File: src/rtl/mips_pkg.sv
// Shared MIPS datapath widths, ALUOp and field encodings, and the ID/EX payload record.
package mips_pkg;

  localparam int NB_DATA    = 32;
  localparam int NB_REG     = 5;
  localparam int NB_FUNCT   = 6;
  localparam int NB_ALU_OP  = 4;
  localparam int NB_SHAMT   = 5;
  localparam int NB_CNT_DEF = 16;

  // ALUOp values understood by the EX ALU-control stage
  localparam logic [NB_ALU_OP-1:0] ALU_OP_LOAD_STORE = 4'b0000;
  localparam logic [NB_ALU_OP-1:0] ALU_OP_BRANCH     = 4'b0001;
  localparam logic [NB_ALU_OP-1:0] ALU_OP_R_TYPE     = 4'b0010;
  localparam logic [NB_ALU_OP-1:0] ALU_OP_ADDI       = 4'b0011;
  localparam logic [NB_ALU_OP-1:0] ALU_OP_ANDI       = 4'b0100;
  localparam logic [NB_ALU_OP-1:0] ALU_OP_ORI        = 4'b0101;
  localparam logic [NB_ALU_OP-1:0] ALU_OP_XORI       = 4'b0110;
  localparam logic [NB_ALU_OP-1:0] ALU_OP_LUI        = 4'b0111;
  localparam logic [NB_ALU_OP-1:0] ALU_OP_SLTI       = 4'b1000;

  localparam logic [1:0] REG_DST_RT  = 2'b00;
  localparam logic [1:0] REG_DST_RD  = 2'b01;
  localparam logic [1:0] REG_DST_R31 = 2'b10;

  localparam logic [1:0] MEM_BYTE = 2'b00;
  localparam logic [1:0] MEM_HALF = 2'b01;
  localparam logic [1:0] MEM_WORD = 2'b11;

  // All-zero value of this record is the bubble
  typedef struct packed {
    logic                 valid;
    logic [NB_DATA-1:0]   pc_plus4;
    logic [NB_DATA-1:0]   rs_data;
    logic [NB_DATA-1:0]   rt_data;
    logic [NB_DATA-1:0]   imm_ext;
    logic [NB_SHAMT-1:0]  shamt;
    logic [NB_FUNCT-1:0]  funct;
    logic [NB_REG-1:0]    rs_addr;
    logic [NB_REG-1:0]    rt_addr;
    logic [NB_REG-1:0]    rd_addr;
    logic [NB_ALU_OP-1:0] alu_op;
    logic                 alu_src;
    logic                 mem_read;
    logic                 mem_write;
    logic                 mem_to_reg;
    logic                 reg_write;
    logic                 mem_unsigned;
    logic [1:0]           reg_dst;
    logic [1:0]           mem_width;
  } id_ex_t;

endpackage

File: src/rtl/id_ex_pipe_reg_if.sv
// ID-side operand/control fields into the ID/EX register and their registered EX-side copies.
// No handshake: the register loads on every enabled edge; flush/stall/enable arrive as plain ports.
interface id_ex_pipe_reg_if
  import mips_pkg::*;
#(
  parameter int NB_CNT = NB_CNT_DEF
);

  logic                 i_valid,    o_valid;
  logic [NB_DATA-1:0]   i_pc_plus4, o_pc_plus4;
  logic [NB_DATA-1:0]   i_rs_data,  o_rs_data;
  logic [NB_DATA-1:0]   i_rt_data,  o_rt_data;
  logic [NB_DATA-1:0]   i_imm_ext,  o_imm_ext;
  logic [NB_SHAMT-1:0]  i_shamt,    o_shamt;
  logic [NB_FUNCT-1:0]  i_funct,    o_funct;
  logic [NB_REG-1:0]    i_rs_addr,  o_rs_addr;
  logic [NB_REG-1:0]    i_rt_addr,  o_rt_addr;
  logic [NB_REG-1:0]    i_rd_addr,  o_rd_addr;
  logic [NB_ALU_OP-1:0] i_alu_op,   o_alu_op;
  logic i_alu_src,    o_alu_src;
  logic i_mem_read,   o_mem_read;
  logic i_mem_write,  o_mem_write;
  logic i_mem_to_reg, o_mem_to_reg;
  logic i_reg_write,  o_reg_write;
  logic i_mem_unsigned, o_mem_unsigned;
  logic [1:0] i_reg_dst,   o_reg_dst;
  logic [1:0] i_mem_width, o_mem_width;
  logic [NB_CNT-1:0] o_bubble_cnt;
  logic [NB_CNT-1:0] o_flush_cnt;

  // ID stage / testbench side
  modport master (
    output i_valid, i_pc_plus4, i_rs_data, i_rt_data, i_imm_ext, i_shamt, i_funct,
           i_rs_addr, i_rt_addr, i_rd_addr, i_alu_op, i_alu_src, i_mem_read, i_mem_write,
           i_mem_to_reg, i_reg_write, i_mem_unsigned, i_reg_dst, i_mem_width,
    input  o_valid, o_pc_plus4, o_rs_data, o_rt_data, o_imm_ext, o_shamt, o_funct,
           o_rs_addr, o_rt_addr, o_rd_addr, o_alu_op, o_alu_src, o_mem_read, o_mem_write,
           o_mem_to_reg, o_reg_write, o_mem_unsigned, o_reg_dst, o_mem_width,
           o_bubble_cnt, o_flush_cnt
  );

  // Pipeline register side
  modport slave (
    input  i_valid, i_pc_plus4, i_rs_data, i_rt_data, i_imm_ext, i_shamt, i_funct,
           i_rs_addr, i_rt_addr, i_rd_addr, i_alu_op, i_alu_src, i_mem_read, i_mem_write,
           i_mem_to_reg, i_reg_write, i_mem_unsigned, i_reg_dst, i_mem_width,
    output o_valid, o_pc_plus4, o_rs_data, o_rt_data, o_imm_ext, o_shamt, o_funct,
           o_rs_addr, o_rt_addr, o_rd_addr, o_alu_op, o_alu_src, o_mem_read, o_mem_write,
           o_mem_to_reg, o_reg_write, o_mem_unsigned, o_reg_dst, o_mem_width,
           o_bubble_cnt, o_flush_cnt
  );

endinterface

File: src/rtl/sat_counter.sv
// Up-counter that sticks at its all-ones value; cleared only by reset.
module sat_counter #(
  parameter int NB_CNT = 16
) (
  input  logic              i_clk,
  input  logic              i_rst_n,
  input  logic              i_enable,
  input  logic              i_inc,
  output logic [NB_CNT-1:0] o_cnt
);

  logic [NB_CNT-1:0] cnt_q, cnt_d;

  always_comb begin
    cnt_d = cnt_q;
    if (i_enable && i_inc && (cnt_q != {NB_CNT{1'b1}})) begin
      cnt_d = cnt_q + NB_CNT'(1);
    end
  end

  always_ff @(posedge i_clk or negedge i_rst_n) begin
    if (!i_rst_n) begin
      cnt_q <= '0;
    end else begin
      cnt_q <= cnt_d;
    end
  end

  assign o_cnt = cnt_q;

endmodule

File: src/rtl/id_ex_pipe_reg.sv
// ID/EX pipeline register: loads ID fields, inserts bubbles on flush/stall, freezes on debug halt,
// and counts inserted bubbles for the debug unit.
module id_ex_pipe_reg
  import mips_pkg::*;
#(
  parameter int NB_CNT = NB_CNT_DEF
) (
  input  logic               i_clk,
  input  logic               i_rst_n,
  input  logic               i_enable,
  input  logic               i_flush,
  input  logic               i_stall,
  id_ex_pipe_reg_if.slave    bus
);

  id_ex_t id_fields;
  id_ex_t ex_q, ex_d;
  logic   bubble_inc, flush_inc;

  always_comb begin
    id_fields              = '0;
    id_fields.valid        = bus.i_valid;
    id_fields.pc_plus4     = bus.i_pc_plus4;
    id_fields.rs_data      = bus.i_rs_data;
    id_fields.rt_data      = bus.i_rt_data;
    id_fields.imm_ext      = bus.i_imm_ext;
    id_fields.shamt        = bus.i_shamt;
    id_fields.funct        = bus.i_funct;
    id_fields.rs_addr      = bus.i_rs_addr;
    id_fields.rt_addr      = bus.i_rt_addr;
    id_fields.rd_addr      = bus.i_rd_addr;
    id_fields.alu_op       = bus.i_alu_op;
    id_fields.alu_src      = bus.i_alu_src;
    id_fields.mem_read     = bus.i_mem_read;
    id_fields.mem_write    = bus.i_mem_write;
    id_fields.mem_to_reg   = bus.i_mem_to_reg;
    id_fields.reg_write    = bus.i_reg_write;
    id_fields.mem_unsigned = bus.i_mem_unsigned;
    id_fields.reg_dst      = bus.i_reg_dst;
    id_fields.mem_width    = bus.i_mem_width;
  end

  // Halt wins over everything; a flush/stall seen during halt is dropped, not remembered
  always_comb begin
    ex_d = ex_q;
    if (i_enable) begin
      if (i_flush || i_stall) begin
        ex_d = '0;
      end else begin
        ex_d = id_fields;
      end
    end
  end

  always_ff @(posedge i_clk or negedge i_rst_n) begin
    if (!i_rst_n) begin
      ex_q <= '0;
    end else begin
      ex_q <= ex_d;
    end
  end

  // A simultaneous flush and stall is one bubble, attributed to the flush
  assign flush_inc  = i_flush;
  assign bubble_inc = i_stall & ~i_flush;

  sat_counter #(.NB_CNT(NB_CNT)) u_bubble_cnt (
    .i_clk    (i_clk),
    .i_rst_n  (i_rst_n),
    .i_enable (i_enable),
    .i_inc    (bubble_inc),
    .o_cnt    (bus.o_bubble_cnt)
  );

  sat_counter #(.NB_CNT(NB_CNT)) u_flush_cnt (
    .i_clk    (i_clk),
    .i_rst_n  (i_rst_n),
    .i_enable (i_enable),
    .i_inc    (flush_inc),
    .o_cnt    (bus.o_flush_cnt)
  );

  assign bus.o_valid        = ex_q.valid;
  assign bus.o_pc_plus4     = ex_q.pc_plus4;
  assign bus.o_rs_data      = ex_q.rs_data;
  assign bus.o_rt_data      = ex_q.rt_data;
  assign bus.o_imm_ext      = ex_q.imm_ext;
  assign bus.o_shamt        = ex_q.shamt;
  assign bus.o_funct        = ex_q.funct;
  assign bus.o_rs_addr      = ex_q.rs_addr;
  assign bus.o_rt_addr      = ex_q.rt_addr;
  assign bus.o_rd_addr      = ex_q.rd_addr;
  assign bus.o_alu_op       = ex_q.alu_op;
  assign bus.o_alu_src      = ex_q.alu_src;
  assign bus.o_mem_read     = ex_q.mem_read;
  assign bus.o_mem_write    = ex_q.mem_write;
  assign bus.o_mem_to_reg   = ex_q.mem_to_reg;
  assign bus.o_reg_write    = ex_q.reg_write;
  assign bus.o_mem_unsigned = ex_q.mem_unsigned;
  assign bus.o_reg_dst      = ex_q.reg_dst;
  assign bus.o_mem_width    = ex_q.mem_width;

endmodule

File: src/flat_wrapper.sv
// flat-port wrapper written by rule: the top's interface ports become plain ports
module id_ex_pipe_reg_flat import mips_pkg::*;
#(
  parameter int NB_CNT = NB_CNT_DEF
)
  (i_clk, i_rst_n, i_enable, i_flush, i_stall, bus_i_valid, bus_i_pc_plus4, bus_i_rs_data, bus_i_rt_data, bus_i_imm_ext, bus_i_shamt, bus_i_funct, bus_i_rs_addr, bus_i_rt_addr, bus_i_rd_addr, bus_i_alu_op, bus_i_alu_src, bus_i_mem_read, bus_i_mem_write, bus_i_mem_to_reg, bus_i_reg_write, bus_i_mem_unsigned, bus_i_reg_dst, bus_i_mem_width, bus_o_valid, bus_o_pc_plus4, bus_o_rs_data, bus_o_rt_data, bus_o_imm_ext, bus_o_shamt, bus_o_funct, bus_o_rs_addr, bus_o_rt_addr, bus_o_rd_addr, bus_o_alu_op, bus_o_alu_src, bus_o_mem_read, bus_o_mem_write, bus_o_mem_to_reg, bus_o_reg_write, bus_o_mem_unsigned, bus_o_reg_dst, bus_o_mem_width, bus_o_bubble_cnt, bus_o_flush_cnt);
  id_ex_pipe_reg_if #(.NB_CNT(NB_CNT)) bus_i ();
  input  logic i_clk;
  input  logic i_rst_n;
  input  logic i_enable;
  input  logic i_flush;
  input  logic i_stall;
  input wire logic [$bits(bus_i.i_valid)-1:0] bus_i_valid;
  input wire logic [$bits(bus_i.i_pc_plus4)-1:0] bus_i_pc_plus4;
  input wire logic [$bits(bus_i.i_rs_data)-1:0] bus_i_rs_data;
  input wire logic [$bits(bus_i.i_rt_data)-1:0] bus_i_rt_data;
  input wire logic [$bits(bus_i.i_imm_ext)-1:0] bus_i_imm_ext;
  input wire logic [$bits(bus_i.i_shamt)-1:0] bus_i_shamt;
  input wire logic [$bits(bus_i.i_funct)-1:0] bus_i_funct;
  input wire logic [$bits(bus_i.i_rs_addr)-1:0] bus_i_rs_addr;
  input wire logic [$bits(bus_i.i_rt_addr)-1:0] bus_i_rt_addr;
  input wire logic [$bits(bus_i.i_rd_addr)-1:0] bus_i_rd_addr;
  input wire logic [$bits(bus_i.i_alu_op)-1:0] bus_i_alu_op;
  input wire logic [$bits(bus_i.i_alu_src)-1:0] bus_i_alu_src;
  input wire logic [$bits(bus_i.i_mem_read)-1:0] bus_i_mem_read;
  input wire logic [$bits(bus_i.i_mem_write)-1:0] bus_i_mem_write;
  input wire logic [$bits(bus_i.i_mem_to_reg)-1:0] bus_i_mem_to_reg;
  input wire logic [$bits(bus_i.i_reg_write)-1:0] bus_i_reg_write;
  input wire logic [$bits(bus_i.i_mem_unsigned)-1:0] bus_i_mem_unsigned;
  input wire logic [$bits(bus_i.i_reg_dst)-1:0] bus_i_reg_dst;
  input wire logic [$bits(bus_i.i_mem_width)-1:0] bus_i_mem_width;
  output wire logic [$bits(bus_i.o_valid)-1:0] bus_o_valid;
  output wire logic [$bits(bus_i.o_pc_plus4)-1:0] bus_o_pc_plus4;
  output wire logic [$bits(bus_i.o_rs_data)-1:0] bus_o_rs_data;
  output wire logic [$bits(bus_i.o_rt_data)-1:0] bus_o_rt_data;
  output wire logic [$bits(bus_i.o_imm_ext)-1:0] bus_o_imm_ext;
  output wire logic [$bits(bus_i.o_shamt)-1:0] bus_o_shamt;
  output wire logic [$bits(bus_i.o_funct)-1:0] bus_o_funct;
  output wire logic [$bits(bus_i.o_rs_addr)-1:0] bus_o_rs_addr;
  output wire logic [$bits(bus_i.o_rt_addr)-1:0] bus_o_rt_addr;
  output wire logic [$bits(bus_i.o_rd_addr)-1:0] bus_o_rd_addr;
  output wire logic [$bits(bus_i.o_alu_op)-1:0] bus_o_alu_op;
  output wire logic [$bits(bus_i.o_alu_src)-1:0] bus_o_alu_src;
  output wire logic [$bits(bus_i.o_mem_read)-1:0] bus_o_mem_read;
  output wire logic [$bits(bus_i.o_mem_write)-1:0] bus_o_mem_write;
  output wire logic [$bits(bus_i.o_mem_to_reg)-1:0] bus_o_mem_to_reg;
  output wire logic [$bits(bus_i.o_reg_write)-1:0] bus_o_reg_write;
  output wire logic [$bits(bus_i.o_mem_unsigned)-1:0] bus_o_mem_unsigned;
  output wire logic [$bits(bus_i.o_reg_dst)-1:0] bus_o_reg_dst;
  output wire logic [$bits(bus_i.o_mem_width)-1:0] bus_o_mem_width;
  output wire logic [$bits(bus_i.o_bubble_cnt)-1:0] bus_o_bubble_cnt;
  output wire logic [$bits(bus_i.o_flush_cnt)-1:0] bus_o_flush_cnt;
  assign bus_i.i_valid = bus_i_valid;
  assign bus_i.i_pc_plus4 = bus_i_pc_plus4;
  assign bus_i.i_rs_data = bus_i_rs_data;
  assign bus_i.i_rt_data = bus_i_rt_data;
  assign bus_i.i_imm_ext = bus_i_imm_ext;
  assign bus_i.i_shamt = bus_i_shamt;
  assign bus_i.i_funct = bus_i_funct;
  assign bus_i.i_rs_addr = bus_i_rs_addr;
  assign bus_i.i_rt_addr = bus_i_rt_addr;
  assign bus_i.i_rd_addr = bus_i_rd_addr;
  assign bus_i.i_alu_op = bus_i_alu_op;
  assign bus_i.i_alu_src = bus_i_alu_src;
  assign bus_i.i_mem_read = bus_i_mem_read;
  assign bus_i.i_mem_write = bus_i_mem_write;
  assign bus_i.i_mem_to_reg = bus_i_mem_to_reg;
  assign bus_i.i_reg_write = bus_i_reg_write;
  assign bus_i.i_mem_unsigned = bus_i_mem_unsigned;
  assign bus_i.i_reg_dst = bus_i_reg_dst;
  assign bus_i.i_mem_width = bus_i_mem_width;
  assign bus_o_valid = bus_i.o_valid;
  assign bus_o_pc_plus4 = bus_i.o_pc_plus4;
  assign bus_o_rs_data = bus_i.o_rs_data;
  assign bus_o_rt_data = bus_i.o_rt_data;
  assign bus_o_imm_ext = bus_i.o_imm_ext;
  assign bus_o_shamt = bus_i.o_shamt;
  assign bus_o_funct = bus_i.o_funct;
  assign bus_o_rs_addr = bus_i.o_rs_addr;
  assign bus_o_rt_addr = bus_i.o_rt_addr;
  assign bus_o_rd_addr = bus_i.o_rd_addr;
  assign bus_o_alu_op = bus_i.o_alu_op;
  assign bus_o_alu_src = bus_i.o_alu_src;
  assign bus_o_mem_read = bus_i.o_mem_read;
  assign bus_o_mem_write = bus_i.o_mem_write;
  assign bus_o_mem_to_reg = bus_i.o_mem_to_reg;
  assign bus_o_reg_write = bus_i.o_reg_write;
  assign bus_o_mem_unsigned = bus_i.o_mem_unsigned;
  assign bus_o_reg_dst = bus_i.o_reg_dst;
  assign bus_o_mem_width = bus_i.o_mem_width;
  assign bus_o_bubble_cnt = bus_i.o_bubble_cnt;
  assign bus_o_flush_cnt = bus_i.o_flush_cnt;
  id_ex_pipe_reg #(.NB_CNT(NB_CNT)) u_core (.i_clk(i_clk), .i_rst_n(i_rst_n), .i_enable(i_enable), .i_flush(i_flush), .i_stall(i_stall), .bus(bus_i));
endmodule
File: config.mk
export PLATFORM = sky130hd
export DESIGN_NAME = id_ex_pipe_reg_flat
export DESIGN_NICKNAME = d
export VERILOG_FILES = /design/src/rtl/mips_pkg.sv /design/src/rtl/id_ex_pipe_reg_if.sv /design/src/rtl/sat_counter.sv /design/src/rtl/id_ex_pipe_reg.sv /design/src/flat_wrapper.sv
export SDC_FILE = /design/constraint.sdc
export NUM_CORES = 1
export LEC_CHECK = 0
export BUFFER_PORTS_ARGS = -buffer_cell sky130_fd_sc_hd__buf_4
export CAP_MARGIN = 20
export CORE_AREA = 2 2 146 148
export DETAILED_ROUTE_END_ITERATION = 8
export DIE_AREA = 0 0 148 150
export PLACE_DENSITY = 0.69
export SYNTH_ARGS = -nofsm -noshare
export SYNTH_HDL_FRONTEND = slang
export SYNTH_SLANG_ARGS = --single-unit
File: constraint.sdc
create_clock -name i_clk -period 2.96 [get_ports i_clk]
set_input_delay 0.592 -clock i_clk [delete_from_list [all_inputs] [get_ports i_clk]]
set_output_delay 0.592 -clock i_clk [all_outputs]
set_load 0.005 [all_outputs]
; ---- Word level (Yosys, flattened, before mapping)
; Cells that the tools add are included.
[op_classes]
add_sub_neg = 2
eq_ne = 2
muxes = 1
n_bitwise = 2
n_reduce_logical = 5
[ops]
columns = cell, count
row1 = two-way mux 169 bit, 1
row2 = "adder 16 x 1 -> 16 bit, second input constant", 2
row3 = "!= test 16 bit, second input constant", 2
row4 = logical AND 1 bit, 4
row5 = AND 1 bit, 1
row6 = logical OR 1 bit, 1
row7 = inverter 1 bit, 1
[word_totals]
regBits = 201
in_bits = 174

; ---- Logic depth before layout (Yosys ltp)
; Gate-level depths: netlist of run 1.
[depth]
depth_word = 4
depth_mapped = 6

; ---- By module
; Synthesis of run 1 repeated with hierarchy kept, for this count alone.
[hier_totals]
hier_cells = 883
area_unflattened_um2 = 9203.8
[by_module_without_submodules]
columns = mod, n_inst, cells_each, area_each_um2
row1 = id_ex_pipe_reg, 1, 735, 7597.3
row2 = sat_counter, 2, 74, 803.3

; ---- Worst setup path before layout of run 1
; Ideal clock, no wire load.
[synth_timing]
path_kind = input to register
from = in i_enable
to = reg u_core.u_flush_cnt.cnt_q[12], in the netlist u_core.u_flush_cnt.o_cnt[12]
setup_time_ns = 0.125
t_arrival_ns = 1.696
required_ns = 2.835
slack_ns = 1.139
path_stages = 6
cell_sequence = buf_4 > nand2_2 > or2_0 > clkbuf_1 > nor3_1 > mux2_2
[synth_between]
elab_chain_len = 2
[synth_lines]
columns = item, line
row1 = from (decl), flat_wrapper.sv:10  ; input logic i_enable;
row2 = logical AND 1 bit (2 in a row), sat_counter.sv:16  ; if (i_enable && i_inc && (cnt_q != {NB_CNT{1'b1}})) begin
row3 = to (signal assigned), sat_counter.sv:25  ; cnt_q <= cnt_d;
row4 = to (decl), sat_counter.sv:12  ; logic [NB_CNT-1:0] cnt_q, cnt_d;
; No other way between the ends.
; A chain may end at the register's enable or synchronous reset.

; ---- Worst setup path after layout of run 1
[layout_timing]
from = reg u_core.u_bubble_cnt.cnt_q[0], in the netlist u_core.u_bubble_cnt.o_cnt[0]
to = reg u_core.u_bubble_cnt.cnt_q[1], in the netlist u_core.u_bubble_cnt.o_cnt[1]
[layout_between]
elab_chain_len = 2
[layout_lines]
columns = item, line
row1 = from (decl), sat_counter.sv:12
row2 = from (signal assigned), sat_counter.sv:25
row3 = branches (longest 2 deep; another with adder 16 x 1 -> 16 bit), --
; Several ways; the timed one is not identified.

==> results of run 1 <==
## cells by family after synthesis
kind of cell	after synthesis	share of synthesized area [%]
buf+inv	210	9.90
fa+ha+maj	2	0.307
compound gates	174	10.7
mux	4	0.583
xor+xnor	27	2.90
simple gates	241	13.8
flops	201	61.7
## cell usage after synthesis, drive strengths merged
cell,n,area (um2)
nand3b,1,20.0
and4,3,26.3
nand4,10,83.8
clkbuf,25,93.8
inv,172,646
mux2,3,37.5
xnor2,4,35.0
nand3,8,40.0
a211oi,2,15.0
nor4,7,80.1
nor2,9,36.3
buf,13,67.6
or2,3,18.8
dfrtp,201,5030
nor4b,1,15.0
or3,4,30.0
a21oi,2,10.0
o21ai,170,851
nor3,9,45.0
nor3b,5,42.5
xor2,23,201
mux2i,1,10.0
nand2,180,678
ha,2,25.0
and4bb,1,12.5
## final timing paths
path | startpoint | to | slack (ns) | cells after the start
setup / recovery | u_core.u_bubble_cnt.o_cnt[0]$_DFFE_PN0P_ | u_core.u_bubble_cnt.o_cnt[1]$_DFFE_PN0P_ | 1.13 | 5
hold / removal | i_rst_n | u_core.u_bubble_cnt.o_cnt[1]$_DFFE_PN0P_ | 0.08 | 1
setup reg to reg | u_core.u_bubble_cnt.o_cnt[0]$_DFFE_PN0P_ | u_core.u_bubble_cnt.o_cnt[1]$_DFFE_PN0P_ | 1.13 | 5
hold reg to reg | u_core.u_flush_cnt.o_cnt[15]$_DFFE_PN0P_ | u_core.u_flush_cnt.o_cnt[15]$_DFFE_PN0P_ | 0.51 | 1
max in group asynchronous | i_rst_n | u_core.bus.o_rs_addr[3]$_DFFE_PN0P_ | 2.12 | 2
min in group i_clk | bus_i_rt_data[30] | u_core.bus.o_rt_data[30]$_DFFE_PN0P_ | 0.30 | 3
## layer usage
layer | up-vias | track usage [%]
li1 | 3395 | -
met1 | 3140 | 25.6
met2 | 249 | 34.1
met3 | 35 | 5.37
met4 | 0 | 5.29
met5 | - | 0
## cell type report
type                    instances  area share, %
repair buffers                380           24.2
flip-flops and latches        201           41.7
multi-input cells             448           19.2
clock inverters                10           1.06
clock buffers                  31           5.52
inverters                     172           5.36
well taps                     275           2.85
## through the flow
stage	power, mW	setup slack [ns]	instances
after floorplan	3.48	1.14	859
after global placement	4.16	1.08	1476
after detailed placement	4.18	1.03	1476
after CTS	7.16	1.11	1517
after global routing	7.40	0.932	1517
final	7.06	1.13	1517
## layout by cell type, fill, tap and decap left out, types with 3 or more instances in the layout
cell | synthesis | final
nor4_1 | 4 | 4
xor2_1 | 23 | 23
o21ai_0 | 170 | 170
dfrtp_1 | 201 | 201
nand4_1 | 8 | 8
or3_1 | 3 | 3
nor3_1 | 9 | 9
nand3_1 | 8 | 8
clkinv_2 | 0 | 6
nor3b_1 | 4 | 4
xnor2_1 | 4 | 4
inv_1 | 172 | 172
clkbuf_8 | 0 | 7
and4_1 | 3 | 3
nand2_1 | 179 | 179
nor2_1 | 8 | 8
buf_12 | 0 | 5
buf_4 | 1 | 374
bufinv_16 | 0 | 3
clkbuf_16 | 0 | 23
## power by group
group	leakage, nW	internal (mW)	switching, mW
Clock	0.395	1.83	1.11
Combinational	2.97	0.541	0.411
Sequential	2.69	2.96	0.207
## worst max-delay path: stages, from the launching register on
cell and delay [ns]:
dfrtp_1 0.42, ha_1 0.23, nand3_1 0.21, nor4_4 0.44, nor2_1 0.13, mux2_2 0.29
==> run summary, run 1 <==
========================================================================================================
Result of the run ......................................................................... complete, no violations
Root buf cell .............................................................................    clkbuf_16
Max rail drop VDD .........................................................................     0.422 mV
Vias per Instance .........................................................................         4.50
Clock tree from TritonCTS .................................................................        built
Postcts setup bufs ........................................................................            0
Number of failing setup endpoints in the final timing report ..............................            0
Setup_tns .................................................................................         0 ns
Wire length of the first global-routing pass ..............................................      35.9 mm
Placer Congestion .........................................................................        0.832
Crit share post-route .....................................................................        61.8%
Critical path required time ...............................................................      3.33 ns
Average wire per cell in the routed design ................................................      15.3 um
Top routing layer used ....................................................................         met4
Count of synthesis-stage warnings from yosys ..............................................            0
Sort of element at the end of the critical path ...........................................     register
Worst min path class ...................................................................... input pin to async pin
Crit path DAT .............................................................................      2.20 ns
Insertion delay to the later sink of the worst-skew pair ..................................      0.49 ns
Worst setup path class .................................................................... register to register
Fin util ..................................................................................        58.3%
Count of port buffers added during placement ..............................................          374
GR Overflow Total .........................................................................            0
Multi-input gate area in the final layout .................................................  0.00232 mm2
Row count .................................................................................           53
Pin slew with the least headroom to its limit .............................................     0.670 ns
Hpwl dp ...................................................................................      16.3 mm
Unrepaired setup endpoints after global routing ...........................................           no
Total clock sinks .........................................................................          201
Final net count ...........................................................................        1,402
Antenna violations before repair ..........................................................            0
N_diodes ..................................................................................            0
Number of hold buffers added after CTS ....................................................            0
Vias in the first global route ............................................................        6,783
Signed area change from the synthesized netlist to the final layout .......................        47.9%
Routed wire length on met2 ................................................................      11.3 mm
Detailed-routing iteration count for the pre-antenna-repair pass ..........................            4
Number of DRC markers in iteration 0 ......................................................          310
Worst relative slew slack .................................................................        55.4%
Total wire length after detailed routing ..................................................      23.2 mm
Critical-path maximum fanout ..............................................................            5
Floorplan die area ........................................................................   0.0222 mm2
Total CTS buffers .........................................................................           23
Net count after synthesis .................................................................        1,035
Maximum clock frequency ...................................................................      546 MHz
Cell Area, Synth ..........................................................................  0.00815 mm2
P_leak ....................................................................................      6.05 nW
Die width .................................................................................       148 um
Wire length on met1 .......................................................................      9.49 mm
Post-CTS clock slew at the launch and capture registers of the worst setup and hold paths .      0.06 ns
Met3 wire len .............................................................................      1.84 mm
Final Critical Period .....................................................................      1.83 ns
Register bit count reported by yosys ......................................................          201
Top Ports .................................................................................          375
Max-slew violation total from the final report ............................................            0
Post-DRT Antenna Nets .....................................................................            0
CTS max path bufs .........................................................................            3
DRC errors left ...........................................................................            0
Skew final ................................................................................    0.0109 ns
Detailed-route via count ..................................................................        6,819
Count of endpoints failing hold in the final timing report ................................            0
Summed area of non-filler cells in the final layout .......................................   0.0121 mm2
Post-cts gate resize count ................................................................            0
Critical Path Start Type ..................................................................     register
Total Routing Usage GR ....................................................................        20.1%
Hold slack ................................................................................    0.0821 ns
Vertical extent of the die ................................................................       150 um
Number of library cell types mapped by synthesis ..........................................           36
Syn_area_per_cell .........................................................................     9.49 um2
Count of max-cap constraint violations ....................................................            0
Initial Utilization .......................................................................        39.4%
Sequential share of the synthesized area ..................................................        61.7%
Area taken by flip-flops and latches ......................................................  0.00503 mm2
Layout cell share with drive strength beyond 1 ............................................        35.1%
Number of instances in the synthesized netlist ............................................          859
Power per cell area .......................................................................   586 mW/mm2
Floorplan core area .......................................................................   0.0207 mm2
Area of placed instances ..................................................................   0.0113 mm2
Maximum number of pins on one net before global-route repair ..............................          170
Layout filler cell count ..................................................................        1,828
Clock H-tree levels .......................................................................            1
========================================================================================================
Power figures use the tool's default switching activity.
==> run 2: changes to the inputs <==
==> constraint.sdc (replaced) <==
create_clock -name i_clk -period 1.72 [get_ports i_clk]
set_input_delay 0.344 -clock i_clk [delete_from_list [all_inputs] [get_ports i_clk]]
set_output_delay 0.344 -clock i_clk [all_outputs]
set_load 0.005 [all_outputs]
==> run 2 against run 1 <==
  * Clock-buffer cell count is 1 higher
  * Clock skew is 0.0021 ns higher
  * Clock power is 67% higher
  * Global-route usage is 0.86 points higher
  * Final area is 2.4% higher
  * Critical path depth stayed put
==> run summary, run 2 (synthesized netlist as in run 1, its figures left out) <==
========================================================================================================
Worst hold path startpoint ................................................................ bus_i_pc_plus4[5]
Floorplan core area .......................................................................   0.0207 mm2
Antenna violations before repair ..........................................................            0
Top Ports .................................................................................          375
Final net count ...........................................................................        1,432
R2R setup slack ...........................................................................      0.12 ns
Initial Utilization .......................................................................        39.4%
Power per cell area .......................................................................   987 mW/mm2
Unrepaired setup endpoints after global routing ...........................................           no
Most common cell after layout, fill and taps aside ........................................        buf_4
Setup_tns .................................................................................         0 ns
Hpwl dp ...................................................................................      17.3 mm
Critical-path maximum fanout ..............................................................            6
Worst slack at placement ..................................................................    0.0213 ns
Post-CTS clock slew at the launch and capture registers of the worst setup and hold paths .      0.06 ns
Total CTS buffers .........................................................................           23
Vias in the first global route ............................................................        7,151
Total wire length after detailed routing ..................................................      23.8 mm
Vias per Instance .........................................................................         4.56
Worst reg2reg path startpoint ............................................................. u_core.u_flush_cnt.o_cnt[8]$_DFFE_PN0P_
Skew final ................................................................................    0.0130 ns
Detailed-route via count ..................................................................        7,049
Wire length of the first global-routing pass ..............................................      37.3 mm
Crit path DAT .............................................................................      1.98 ns
Critical Path Start Type ..................................................................     register
Setup slack after layout ..................................................................     0.124 ns
GR Overflow Total .........................................................................            0
Crit share post-route .....................................................................        92.8%
Floorplan die area ........................................................................   0.0222 mm2
Insertion delay to the later sink of the worst-skew pair ..................................      0.50 ns
Placed cells ..............................................................................        1,501
Final Critical Period .....................................................................      1.60 ns
Final Total Pwr ...........................................................................      12.2 mW
Reg-to-reg endpoint ....................................................................... u_core.u_flush_cnt.o_cnt[1]$_DFFE_PN0P_
Worst setup path class .................................................................... register to register
Signed area change from the synthesized netlist to the final layout .......................        51.4%
Area of placed instances ..................................................................   0.0115 mm2
End of the worst hold path ................................................................ u_core.bus.o_pc_plus4[5]$_DFFE_PN0P_
Summed area of non-filler cells in the final layout .......................................   0.0123 mm2
P_leak ....................................................................................      6.20 nW
Max rail drop VDD .........................................................................     0.635 mV
Clock tree from TritonCTS .................................................................        built
Die width .................................................................................       148 um
Leading cell types in the layout, fill and taps excluded .................................. 399 x buf_4, 200 x dfrtp_1, 179 x nand2_1, 172 x inv_1, 170 x o21ai_0
Logic depth of the worst register-to-register path ........................................            5
Critical path required time ...............................................................      2.11 ns
Number of DRC markers in iteration 0 ......................................................          370
Root buf cell .............................................................................    clkbuf_16
Average wire per cell in the routed design ................................................      15.4 um
Layout cell share with drive strength beyond 1 ............................................        37.0%
Launching element of the worst setup path ................................................. u_core.u_flush_cnt.o_cnt[8]$_DFFE_PN0P_
Vertical extent of the die ................................................................       150 um
Placer Congestion .........................................................................        0.868
Post-DRT Antenna Nets .....................................................................            0
Detailed-routing iteration count for the pre-antenna-repair pass ..........................            5
Layout filler cell count ..................................................................        1,778
Maximum clock frequency ...................................................................      627 MHz
Pin slew with the least headroom to its limit .............................................     0.644 ns
Number of failing setup endpoints in the final timing report ..............................            0
CTS max path bufs .........................................................................            3
Count of endpoints failing hold in the final timing report ................................            0
Count of max-cap constraint violations ....................................................            0
Worst relative slew slack .................................................................        57.1%
N_diodes ..................................................................................            0
Result of the run ......................................................................... complete, no violations
Hold slack ................................................................................    0.0445 ns
Row count .................................................................................           53
Total clock sinks .........................................................................          201
DRC errors left ...........................................................................            0
Count of port buffers added during placement ..............................................          374
Hold depth ................................................................................            3
Sort of element at the end of the critical path ...........................................     register
Non-filler instance count after layout ....................................................        1,547
Max-slew violation total from the final report ............................................            0
Total Routing Usage GR ....................................................................        21.0%
Maximum number of pins on one net before global-route repair ..............................          159
Fin util ..................................................................................        59.6%
Worst min path class ...................................................................... input pin to register
Clock H-tree levels .......................................................................            1
========================================================================================================
## run 2: changes by cell type in the layout (fill, tap and decap cells not counted), sizes merged
cell	previous run	this run
buf	379	408
bufinv	3	2
clkbuf	32	33
dlygate4sd3	0	1
## run 2: cell type report
type	count	area, um2	share of cell area, %
Clock buffer	32	669	5.42
Clock inverter	9	101	0.821
Inverter	172	646	5.23
Multi-Input combinational cell	448	2350	19.0
Sequential cell	201	5030	40.8
Tap cell	275	344	2.79
Timing Repair Buffer	410	3200	25.9
## run 2: worst max path at each step
stage / to / slack [ns] / cells past startpoint
2_1_floorplan: u_core.u_flush_cnt.o_cnt[12]$_DFFE_PN0P_ / 0.03 / 6
3_3_place_gp: u_core.u_flush_cnt.o_cnt[12]$_DFFE_PN0P_ / 0.04 / 5
3_5_place_dp: u_core.u_bubble_cnt.o_cnt[1]$_DFFE_PN0P_ / 0.02 / 5
4_1_cts: u_core.u_flush_cnt.o_cnt[12]$_DFFE_PN0P_ / 0.007 / 5
5_1_grt: u_core.u_flush_cnt.o_cnt[11]$_DFFE_PN0P_ / 0.01 / 4
6_report: u_core.u_flush_cnt.o_cnt[1]$_DFFE_PN0P_ / 0.12 / 5
## run 2: repair_timing
| action | in CTS | in global routing |
|---|---|---|
| hold endpoints to repair | 38 | 0 |
| hold buffers | 1 | 0 |
| setup endpoints to repair | 0 | 12 |
| setup buffers | 0 | 4 |
| resized for setup | 0 | 8 |
## run 2: report_power, final
part           leakage, nW  switching (mW)  internal [mW]
Sequential            2.68           0.297           5.10
Combinational         3.14           0.814           1.06
Clock                0.382            1.90           3.01
Total                 6.20            3.01           9.17
## run 2: critical path: stages, from the launching register on
cell and delay (ns):
dfrtp_1 0.45, nand4_1 0.28, nor4_4 0.24, buf_4 0.18, nor2_2 0.05, mux2_4 0.29
## run 2: per-layer routing
metal | GRT usage, % | up-vias | routed length (um)
li1 | - | 3466 | -
met1 | 25.5 | 3276 | 9370
met2 | 36.3 | 260 | 11700
met3 | 5.91 | 47 | 2100
met4 | 6.52 | 0 | 675
met5 | 0 | - | 0
==> run 3: changes to the inputs <==
--- a/config.mk
+++ b/config.mk
@@ -5,12 +5,13 @@
 export SDC_FILE = /design/constraint.sdc
 export NUM_CORES = 1
 export LEC_CHECK = 0
+export ABC_AREA = 1
 export BUFFER_PORTS_ARGS = -buffer_cell sky130_fd_sc_hd__buf_4
 export CAP_MARGIN = 20
-export CORE_AREA = 2 2 146 148
+export CORE_MARGIN = 2
+export CORE_UTILIZATION = 45
 export DETAILED_ROUTE_END_ITERATION = 8
-export DIE_AREA = 0 0 148 150
-export PLACE_DENSITY = 0.69
+export PLACE_DENSITY = 0.76
 export SYNTH_ARGS = -nofsm -noshare
 export SYNTH_HDL_FRONTEND = slang
 export SYNTH_SLANG_ARGS = --single-unit
==> run 3 against run 2 <==
  * First-iteration DRC count shrank 11%
  * Die area shrank 6.4%
  * Synthesized cell count rose by 21%
  * Register-to-register slack improved by 0.03 ns
  * Largest power group unchanged
  * Via count is 14% higher
  * Wire length rose by 5.5%
  * Setup slack better by 0.030 ns
==> run summary, run 3 <==
========================================================================================================
Result of the run ......................................................................... complete, no violations
Area of placed instances ..................................................................   0.0119 mm2
Number of enable-type register cells in the synthesized netlist ...........................            0
Total clock sinks .........................................................................          201
Root buf cell .............................................................................    clkbuf_16
Power per cell area .......................................................................   920 mW/mm2
Final Total Pwr ...........................................................................      11.7 mW
Ys flop type ..............................................................................      dfrtp_1
Detailed-route via count ..................................................................        8,046
Register bit count reported by yosys ......................................................          201
Total wire length after detailed routing ..................................................      25.1 mm
Max-slew violation total from the final report ............................................            0
Biggest area contributors in the synthesized netlist ...................................... dfrtp_1 57%, nand3_1 10%, o21ai_0 10%
Top post-synthesis cells by count ......................................................... 203 x inv_1, 201 x dfrtp_1, 184 x nand3_1
Cell Area, Synth ..........................................................................  0.00883 mm2
P_leak ....................................................................................      6.31 nW
Initial Utilization .......................................................................        45.7%
Top Ports .................................................................................          375
Clock tree from TritonCTS .................................................................        built
Count of max-cap constraint violations ....................................................            0
Summed area of non-filler cells in the final layout .......................................   0.0127 mm2
Wire length of the first global-routing pass ..............................................      38.7 mm
Syn_area_per_cell .........................................................................     8.52 um2
Antenna violations before repair ..........................................................            0
Max rail drop VDD .........................................................................     0.602 mV
Post-CTS clock slew at the launch and capture registers of the worst setup and hold paths .      0.06 ns
Floorplan die area ........................................................................   0.0208 mm2
N_diodes ..................................................................................            0
Placer Congestion .........................................................................        0.829
Leading cell types in the layout, fill and taps excluded .................................. 378 x buf_4, 203 x inv_1, 201 x dfrtp_1, 184 x nand3_1, 176 x o21ai_0
Maximum clock frequency ...................................................................      638 MHz
Number of DRC markers in iteration 0 ......................................................          329
Critical path required time ...............................................................      2.10 ns
Worst min path class ...................................................................... input pin to register
Async set or reset register ratio after synthesis .........................................         100%
Floorplan core area .......................................................................   0.0193 mm2
Fin util ..................................................................................        65.6%
Sequence of cells on the critical path .................................................... ha_1, nand2_1, nor2_1, nand2_1, nor2_1, nor2_4, nand2_1, nand2_1
Max stage delay on crit path ..............................................................      0.41 ns
Final Critical Period .....................................................................      1.57 ns
Count of port buffers added during placement ..............................................          374
Average wire per cell in the routed design ................................................      15.0 um
Insertion delay to the later sink of the worst-skew pair ..................................      0.49 ns
Critical-path maximum fanout ..............................................................            9
Vias per Instance .........................................................................         4.81
Non-filler instance count after layout ....................................................        1,674
Count of endpoints failing hold in the final timing report ................................            0
Critical Path Start Type ..................................................................     register
Clock H-tree levels .......................................................................            1
Signed area change from the synthesized netlist to the final layout .......................        43.6%
Number of instances in the synthesized netlist ............................................        1,037
Worst relative slew slack .................................................................        70.3%
Worst setup path class .................................................................... register to register
Final net count ...........................................................................        1,569
Post-DRT Antenna Nets .....................................................................            0
Row count .................................................................................           51
Share of the synthesized area in the top cell type ........................................        56.9%
Placed cells ..............................................................................        1,633
Count of synthesis-stage warnings from yosys ..............................................            0
Die width .................................................................................       144 um
DRC errors left ...........................................................................            0
Hold slack ................................................................................    0.0834 ns
Leading area contributor after synthesis ..................................................      dfrtp_1
Layout cell share with drive strength beyond 1 ............................................        30.9%
Most common cell after layout, fill and taps aside ........................................        buf_4
Pin slew with the least headroom to its limit .............................................     0.446 ns
Crit share post-route .....................................................................        91.1%
Detailed-routing iteration count for the pre-antenna-repair pass ..........................            5
Library cell contributing the largest single delay on the critical path ...................      dfrtp_1
Number of failing setup endpoints in the final timing report ..............................            0
Worst slack at placement ..................................................................   0.00891 ns
Setup slack after layout ..................................................................     0.154 ns
Total CTS buffers .........................................................................           22
Total Routing Usage GR ....................................................................        23.2%
Sort of element at the end of the critical path ...........................................     register
Vias in the first global route ............................................................        7,637
Hpwl dp ...................................................................................      18.3 mm
Dominant cell by count in the synthesized netlist .........................................        inv_1
Worst path most repeated cell .............................................................      nand2_1
Setup_tns .................................................................................         0 ns
Sequential share of the synthesized area ..................................................        56.9%
Maximum number of pins on one net before global-route repair ..............................          120
Skew final ................................................................................   0.00746 ns
Crit path DAT .............................................................................      1.95 ns
Net count after synthesis .................................................................        1,213
CTS max path bufs .........................................................................            3
Number of library cell types mapped by synthesis ..........................................           22
Postcts setup bufs ........................................................................            0
GR Overflow Total .........................................................................            0
Vertical extent of the die ................................................................       144 um
========================================================================================================
run 3: cell count changes after synthesis, sizes merged, moves of 9 or more:
cell,delta
nor2,+32
buf,+18
xor2,-17
nand2,-38
nand3,+176
nor3,-9
inv,+33
run 3: logic make-up (layout without fill, tap and decap cells):
kind of cell	Yosys count	after routing	synth area share, %
compound gates	178	178	10.2
xor+xnor	10	10	0.991
fa+ha+maj	2	2	0.283
buf+inv	263	635	11.9
flops	201	201	56.9
simple gates	383	383	19.8
run 3: cell type report:
type | instances | area (um2)
tap | 265 | 332
clock buffer | 35 | 681
fill | 1652 | 6650
multi-input combinational | 573 | 2770
sequential | 201 | 5030
clock inverter | 5 | 52.6
timing repair buffer | 390 | 3060
inverter | 205 | 769
run 3: path summary, 6_finish.rpt:
| kind | from | endpoint | slack [ns] | cells past startpoint |
|---|---|---|---|---|
| setup / recovery | u_core.u_flush_cnt.o_cnt[1]$_DFFE_PN0P_ | u_core.u_flush_cnt.o_cnt[6]$_DFFE_PN0P_ | 0.15 | 8 |
| hold / removal | bus_i_funct[5] | u_core.bus.o_funct[5]$_DFFE_PN0P_ | 0.08 | 3 |
| setup reg to reg | u_core.u_flush_cnt.o_cnt[1]$_DFFE_PN0P_ | u_core.u_flush_cnt.o_cnt[6]$_DFFE_PN0P_ | 0.15 | 8 |
| hold reg to reg | u_core.bus.o_rs_data[7]$_DFFE_PN0P_ | u_core.bus.o_rs_data[7]$_DFFE_PN0P_ | 0.52 | 2 |
| max in group asynchronous | i_rst_n | u_core.bus.o_mem_to_reg$_DFFE_PN0P_ | 0.74 | 3 |
| min in group asynchronous | i_rst_n | u_core.bus.o_pc_plus4[22]$_DFFE_PN0P_ | 0.32 | 2 |
run 3: power by group:
part	internal [mW]	switching, mW
clock network	2.86	1.82
registers	5.05	0.263
logic	0.896	0.795
run 3: repair_timing:
item / 4_1_cts / 5_1_grt
gates cloned: 0 / 0
hold buffers: 1 / 0
hold endpoints to repair: 29 / 0
setup endpoints to repair: 1 / 1
gates resized for setup: 1 / 1
run 3: critical path, delay by kind of cell (launching register included):
kind                       cells  cell delay, ns
adders and majority gates      1            0.24
DFF                            1            0.41
and+or+nand+nor                7            0.81
run 3: metal layers:
metal / global-route usage, % / up-vias / wire, um
li1: - / 4001 / -
met1: 28.4 / 3737 / 9790
met2: 40.6 / 258 / 12600
met3: 5.63 / 50 / 1900
met4: 7.59 / 0 / 783
met5: 0 / - / 0
